`config.mk`:
```
export PLATFORM = sky130hd
export DESIGN_NAME = encryption
export DESIGN_NICKNAME = d
export VERILOG_FILES = /design/src/rtl/encryption.sv
export SDC_FILE = /design/constraint.sdc
export NUM_CORES = 1
export LEC_CHECK = 0
export ABC_CLOCK_PERIOD_IN_PS = 2690
export CAP_MARGIN = 25
export CORE_MARGIN = 3
export CORE_UTILIZATION = 38
export CTS_BUF_LIST = sky130_fd_sc_hd__clkbuf_4
export CTS_CLUSTER_DIAMETER = 30
export DETAILED_ROUTE_END_ITERATION = 12
export PLACE_DENSITY_LB_ADDON = 0.05
export SYNTH_ARGS = -nofsm -noshare
export SYNTH_HDL_FRONTEND = slang
export SYNTH_SLANG_ARGS = --single-unit
```
`constraint.sdc`:
```
create_clock -name clk -period 2.69 [get_ports clk]
set_input_delay 0.269 -clock clk [delete_from_list [all_inputs] [get_ports clk]]
set_output_delay 0.269 -clock clk [all_outputs]
set_load 0.05 [all_outputs]
```
`src/rtl/encryption.sv`:
```
//------------------------------------------------------------------------------
// Module      : encryption
// Description : Single-character encryption stage, C = (Plaintext + Public_key)
//               mod 256, fully registered with one-cycle latency.
// Revision    : 1.0 - initial release
//------------------------------------------------------------------------------
`default_nettype none

module encryption #(
    parameter logic [7:0] NUL_CHAR = 8'h00,
    parameter logic [1:0] MODE_ENC = 2'b10
) (
    input  logic       clk,
    input  logic       rst_n,
    input  logic [1:0] mode,
    input  logic [7:0] Plaintext,
    input  logic [7:0] Public_key,
    output logic [7:0] Char_ciphertext,
    output logic       C_ready,
    output logic       err_invalid_ptxt
);

    logic [7:0] cipher_q, cipher_d;
    logic       ready_q,  ready_d;
    logic       err_q,    err_d;

    logic       w_enc;
    logic       w_ptxt_valid;
    logic [7:0] w_sum;

    assign w_enc        = (mode == MODE_ENC);
    assign w_ptxt_valid = ~Plaintext[7];
    // 8-bit sum: the carry out of bit 7 is dropped, giving mod-256 wrap.
    assign w_sum        = Plaintext + Public_key;

    always_comb begin
        cipher_d = cipher_q;
        ready_d  = 1'b0;
        err_d    = 1'b0;
        if (w_enc) begin
            if (w_ptxt_valid) begin
                cipher_d = w_sum;
                ready_d  = 1'b1;
            end else begin
                cipher_d = NUL_CHAR;
                err_d    = 1'b1;
            end
        end
    end

    // rst_n is active-high despite its name.
    always_ff @(posedge clk) begin
        if (rst_n) begin
            cipher_q <= NUL_CHAR;
            ready_q  <= 1'b0;
            err_q    <= 1'b0;
        end else begin
            cipher_q <= cipher_d;
            ready_q  <= ready_d;
            err_q    <= err_d;
        end
    end

    assign Char_ciphertext  = cipher_q;
    assign C_ready          = ready_q;
    assign err_invalid_ptxt = err_q;

endmodule

`default_nettype wire

```
==> flow_metrics.py, run 1 <==
metrics = {
    "outcome": {
        "outcome": "complete, no violations",
    },
    "sta": {
        "tns_ns": 0,
        "fmax_ghz": 0.521,
        "setup_ws_ns": 0.770,
        "slew_headroom": 0.665,
        "finalSetupViolations": 0,
        "timing.final.crit_share": 0.714,
        "fin_skew_ns": 0,
        "finalHoldViolCount": 0,
        "timing.final.crit_period_ns": 1.92,
        "rsz0062_at_grt": "false",
        "tightestPinTransition_ns": 0.501,
        "drv_slew": 0,
    },
    "cts": {
        "tritoncts": "yes",
        "ctsResizeCount": 0,
        "cts_hold_buf": 0,
        "cts_buffer_depth": 2,
        "cts_setup_buffers": 0,
        "htree_levels": 1,
        "cts_made_buffers": 3,
        "clk_pin_slew_ns": 0.06,
        "cts.sinks": 10,
        "clk_latency_ns": 0.26,
        "cts_root_buffer": "clkbuf_4",
    },
    "power_and_ir_drop": {
        "finalPower_uw": 401,
        "power_per_cell_area_mw_per_mm2": 419,
        "leakagePower_uw": 0.000383,
        "ir_drop_mv": 0.153,
    },
    "hold_path": {
        "min_from": "Char_ciphertext[7]",
        "hold_path.class": "reg -> reg",
        "whs_path_depth": 2,
        "hold_end": "Char_ciphertext[7]",
    },
    "worst_setup_path": {
        "startpoint_type": "primary input",
        "rr_endpoint": "Char_ciphertext[6]",
        "worstPathArrival_ns": 2.08,
        "worstSetupEndpointType": "flip-flop",
        "rr_worst_depth": 1,
        "r2r_slack_ns": 2.06,
        "worstReg2RegStart": "Char_ciphertext[6]",
        "path_max_fanout": 3,
        "crit_type": "in -> reg",
        "required_ns": 2.85,
    },
    "flow_run": {
        "max-cap-violations": 0,
    },
    "global_routing": {
        "antenna_found_initial": 0,
        "grtUsageMet2": 0.223,
        "track_usage": 0.142,
        "grt_pass1_wl_microns": 2140,
        "busiest_layer": "met2",
        "grtUsageMet3": 0.0156,
        "gr-total-overflow": 0,
        "met1_usage": 0.171,
        "grt_max_degree": 9,
        "grt_pass1_vias": 517,
    },
    "floorplan": {
        "die_w_microns": 46.6,
        "boundaryPins": 30,
        "die_area_sq_mm": 0.00217,
        "die_y_microns": 46.6,
        "core-area_sq_mm": 0.00152,
        "initial_core_util": 0.411,
        "rows": 14,
    },
    "yosys": {
        "netlist_instances": 62,
        "yosysTopAreaCell": "dfxtp_1",
        "synth_compound_area_frac": 0.232,
        "syn_area_per_cell_sq_um": 10.1,
        "synthesis.area_sq_um": 626,
        "synth_top_area_share": 0.320,
        "ys_ff_latch": 10,
        "post_synth_fa_ha_maj_area_fraction": 0.172,
        "synth_xor_area_frac": 0.0700,
        "ys_seq_area_frac": 0.320,
        "yosys.area_share.simple": 0.174,
        "synth_top_family_by_area": "compound AO/OA/AOI/OAI gates",
        "ys_warn_count": 0,
        "synth.area.top_cells": "dfxtp_1 32%, ha_1 14%, a22o_1 5.6%, xnor2_1 5.6%, a21oi_1 4.8%",
        "syn_nets": 90,
        "synthDistinctLibCells": 27,
        "muxShareOfSynthArea": 0.0180,
    },
    "routing": {
        "firstDrtPassIters": 4,
        "routed_wl_microns": 1340,
        "drc": 0,
        "wl_per_cell_microns": 12.1,
        "dr.first_iter.drc_count": 5,
        "viasPerCell": 5.15,
        "vias": 566,
        "antenna_left": 0,
    },
    "placed_design": {
        "port_buffers": 29,
        "placed_cells": 106,
        "post-place-ws_ns": 0.480,
        "globalplace.congestion": 0.739,
    },
    "finish": {
        "fillers": 137,
        "ff_latch_area_sq_um": 200,
        "nets": 123,
        "drive_gt1_frac": 0.0745,
        "area_growth_pct": 53.0,
        "instances_no_fill": 110,
        "n_antenna_cell": 0,
        "multiInputGateArea_sq_um": 417,
    },
}
-- layer usage --
| metal | wire length (microns) | part of all wire |
|---|---|---|
| met4 | 21 | 0.016 |
| met5 | 0 | 0 |
| met1 | 583 | 0.44 |
| met2 | 633 | 0.47 |
| met3 | 97 | 0.073 |
-- per-stage QoR --
stage          hold WS, ns  utilization  cell area [sq um]
4_1_cts              0.460        0.628                957
3_3_place_gp         0.441        0.611                931
2_1_floorplan        0.339            -                626
5_1_grt              0.487        0.628                957
3_5_place_dp         0.445        0.611                931
6_report             0.455        0.628                957
-- cell usage in the layout, fill, tap and decap left out, drive strengths merged --
cell           instances
xor2                   1
mux2                   1
clkdlybuf4s50         29
nor4b                  1
o21a                   1
a211oi                 1
dfxtp                 10
nand2                  2
o21ai                  1
a21o                   3
nand3                  1
xnor2                  4
inv                    1
nor3                   1
a221oi                 1
clkinv                 1
ha                     7
a22o                   4
fa                     1
or3                    1
nor3b                  3
nand2b                 1
clkbuf                 3
o211ai                 3
a21oi                  6
and3                   1
nor2b                  1
nor2                   4
-- state kept, by name, summed over array words and instances (netlist names) --
name / cells
Char_ciphertext: 8
C_ready: 1
err_invalid_ptxt: 1
-- cells by family after synthesis --
kind of cell / after synthesis
XOR/XNOR: 5
AND/OR/NAND/NOR: 16
flip-flops: 10
AO/OA/AOI/OAI: 20
multiplexers: 1
adder cells (fa/ha/maj): 8
buffers and inverters: 2
-- synthesized netlist by cell type, drive strengths merged --
| cell type | number |
|---|---|
| nor2 | 4 |
| a21oi | 6 |
| xnor2 | 4 |
| buf | 1 |
| a211oi | 1 |
| fa | 1 |
| nor2b | 1 |
| a22o | 4 |
| nor4b | 1 |
| inv | 1 |
| a21o | 3 |
| and3 | 1 |
| nand3 | 1 |
| nor3b | 3 |
| o21a | 1 |
| xor2 | 1 |
| mux2 | 1 |
| o211ai | 3 |
| o21ai | 1 |
| nand2b | 1 |
| ha | 7 |
| a221oi | 1 |
| nand2 | 2 |
| nor3 | 1 |
| or3 | 1 |
| dfxtp | 10 |
-- power by group --
| part | switching (uW) | internal [uW] | leakage, uW |
|---|---|---|---|
| clock network | 51.5 | 53.7 | 0.0000154 |
| registers | 2.83 | 154 | 0.0000812 |
| logic | 68.7 | 70.2 | 0.000286 |
| total | 123 | 278 | 0.000383 |
-- worst max-delay path by stage --
stage / slack (ns) / endpoint / start / cells past startpoint
after floorplan: 1.01 / Char_ciphertext[6] / Plaintext[0] / 6
after global placement: 0.54 / Char_ciphertext[6] / Plaintext[0] / 7
after detailed placement: 0.48 / Char_ciphertext[6] / Plaintext[0] / 7
after CTS: 0.76 / Char_ciphertext[6] / Plaintext[0] / 7
after global routing: 0.63 / Char_ciphertext[6] / Plaintext[0] / 7
final: 0.77 / Char_ciphertext[6] / Plaintext[0] / 7
-- worst max-delay path, cell delays in order --
cell             delay [ns]
clkdlybuf4s50_1        0.41
ha_1                   0.24
fa_1                   0.41
a21o_1                 0.21
a221oi_2               0.25
xnor2_1                0.10
a22o_1                 0.19
-- final cells by class --
type / count / share of cell area
Clock buffer: 3 / 0.0235
Clock inverter: 1 / 0.00392
Inverter: 1 / 0.00392
Multi-Input combinational cell: 50 / 0.435
Sequential cell: 10 / 0.209
Tap cell: 16 / 0.0209
Timing Repair Buffer: 29 / 0.303
Note: power is estimated with default switching activity, not from simulation.
==> run 2: changes to the inputs <==
Settings changed: ABC_CLOCK_PERIOD_IN_PS 2690 to 1600, CORE_UTILIZATION 38 to 37.
Clock period 2.69 ns to 1.6 ns, I/O delays scaled along.
==> run 2 against run 1 <==
Global-route usage rose by 0.25 points; non-clock buffer count grew 12; final area is 9.9% higher; first-iteration DRC count did not move; sequential cell count is the same; sequential share of layout area is 1.9 points lower; count of clock-buffer cells in the layout is the same; register-to-register slack worse by 1.1 ns; die area grew 2.4%; power increased by 76%; combinational power rose by 92%; clock skew did not move; critical endpoint is now C_ready; largest power group is now combinational cells.
==> flow_metrics.py, run 2 (synthesis results as in run 1) <==
metrics = {
    "finish": {
        "multiInputGateArea_sq_um": 439,
        "largest_register_ff_count": 8,
        "n_antenna_cell": 0,
        "fillers": 132,
        "post-route-cell-area_sq_mm": 0.00105,
        "final_cell_mix": "20 x buf_4, 17 x clkdlybuf4s50_1, 10 x dfxtp_1, 6 x a21oi_1, 5 x ha_1",
        "area_growth_pct": 68.2,
        "final_common_cell": "buf_4",
        "ff_latch_area_sq_um": 200,
        "drive_gt1_frac": 0.292,
        "nets": 135,
    },
    "flow_run": {
        "max-cap-violations": 0,
    },
    "worst_setup_path": {
        "cp_slowest_cell": "clkdlybuf4s50_1",
        "cpLargestDelayFamily": "buffers and inverters",
        "rr_endpoint": "Char_ciphertext[6]",
        "rr_worst_depth": 1,
        "path_max_fanout": 1,
        "worstPathArrival_ns": 1.35,
        "required_ns": 1.44,
        "r2r_slack_ns": 0.98,
        "slowest_delay_ns": 0.79,
        "worstReg2RegStart": "Char_ciphertext[6]",
        "worstSetupEndpointType": "primary output",
        "path_cells": "clkdlybuf4s50_1",
        "crit_type": "reg -> out",
        "path_buf_inv": 1,
        "startpoint_type": "flip-flop",
    },
    "sta": {
        "setup_ws_ns": 0.0861,
        "finalHoldViolCount": 0,
        "drv_slew": 0,
        "timing.final.crit_share": 0.946,
        "finalSetupViolations": 0,
        "rsz0062_at_grt": "false",
        "timing.final.crit_period_ns": 1.51,
        "fmax_ghz": 0.661,
        "fin_skew_ns": 0,
        "tightestPinTransition_ns": 0.488,
        "slew_headroom": 0.673,
    },
    "floorplan": {
        "die_w_microns": 47.1,
        "rows": 14,
        "boundaryPins": 30,
        "initial_core_util": 0.406,
        "die_area_sq_mm": 0.00222,
        "die_y_microns": 47.1,
        "core-area_sq_mm": 0.00154,
    },
    "global_routing": {
        "busiest_layer": "met2",
        "grtUsageMet2": 0.263,
        "gr-total-overflow": 0,
        "grt_max_degree": 8,
        "grtUsageMet3": 0.0153,
        "met1_usage": 0.161,
        "grt_pass1_wl_microns": 2280,
        "antenna_found_initial": 0,
        "track_usage": 0.145,
        "grt_pass1_vias": 593,
    },
    "routing": {
        "dr.first_iter.drc_count": 5,
        "routed_wl_microns": 1440,
        "vias": 618,
        "firstDrtPassIters": 3,
        "drc": 0,
        "viasPerCell": 5.07,
        "wl_per_cell_microns": 11.8,
        "antenna_left": 0,
    },
    "placed_design": {
        "globalplace.congestion": 0.732,
        "dpl.hpwl_microns": 1190,
        "port_buffers": 29,
        "post-place-ws_ns": -0.429,
        "dpl_cell_area_sq_um": 993,
    },
    "power_and_ir_drop": {
        "leakagePower_uw": 0.000477,
        "ir_drop_mv": 0.279,
        "power_per_cell_area_mw_per_mm2": 670,
    },
    "hold_path": {
        "hold_end": "Char_ciphertext[7]",
        "whs_path_depth": 2,
        "min_from": "Char_ciphertext[7]",
        "hold_path.class": "reg -> reg",
    },
    "cts": {
        "htree_levels": 1,
        "clk_latency_ns": 0.26,
        "cts_root_buffer": "clkbuf_4",
        "tritoncts": "yes",
        "cts.sinks": 10,
        "cts_buffer_depth": 2,
        "cts_made_buffers": 3,
        "cts_hold_buf": 0,
        "clk_pin_slew_ns": 0.07,
    },
    "outcome": {
        "outcome": "complete, no violations",
    },
}
==> run 2: where the power goes <==
group	internal, uW	total, uW	switching [uW]
Clock	90.0	174	83.9
Sequential	259	264	5.24
Combinational	143	267	124
==> run 2: cell type report <==
cell class,count,share of cell area
flip-flops and latches,10,0.190
inverters,1,0.00357
well taps,16,0.0190
clock buffers,3,0.0214
repair buffers,41,0.345
clock inverters,1,0.00357
multi-input cells,50,0.417
==> run 2: metrics by stage <==
step           hold slack [ns]   util  TNS (ns)  total power [uW]  instances
5_1_grt                  0.488  0.683         0               745        122
6_report                 0.477  0.683         0               705        122
3_3_place_gp             0.442  0.644     -1.57               528        117
3_5_place_dp             0.470  0.644     -1.68               530        117
2_1_floorplan            0.230      -         0               411         62
4_1_cts                  0.482  0.663         0               702        121
==> run 2: how the worst max path moves through the flow <==
stage,from,end,slack (ns),cells past startpoint
6_report,C_ready,C_ready,0.09,1
5_1_grt,Plaintext[0],Char_ciphertext[6],0.01,7
4_1_cts,Plaintext[1],Char_ciphertext[6],0.003,6
3_5_place_dp,Plaintext[0],Char_ciphertext[6],-0.43,7
3_3_place_gp,Plaintext[0],Char_ciphertext[6],-0.40,7
2_1_floorplan,Plaintext[0],Char_ciphertext[6],0.03,6
==> run 2: layer usage <==
layer | up-vias | share of wire | routed length (microns)
met2 | 17 | 0.52 | 746
met4 | 0 | 0 | 0
li1 | 322 | - | -
met1 | 279 | 0.42 | 607
met5 | - | 0 | 0
met3 | 0 | 0.058 | 84
==> run 2: repair_timing <==
item | 4_1_cts | 5_1_grt
pin swaps | 5 | 5
setup buffers | 0 | 1
setup endpoints to repair | 2 | 4
resized for setup | 4 | 4
==> run 3: changes to the inputs <==
Settings changed: SLEW_MARGIN from default to 20.
==> results of run 3 <==
Same layout as run 2: the final DEF is identical, and so are final timing and power.
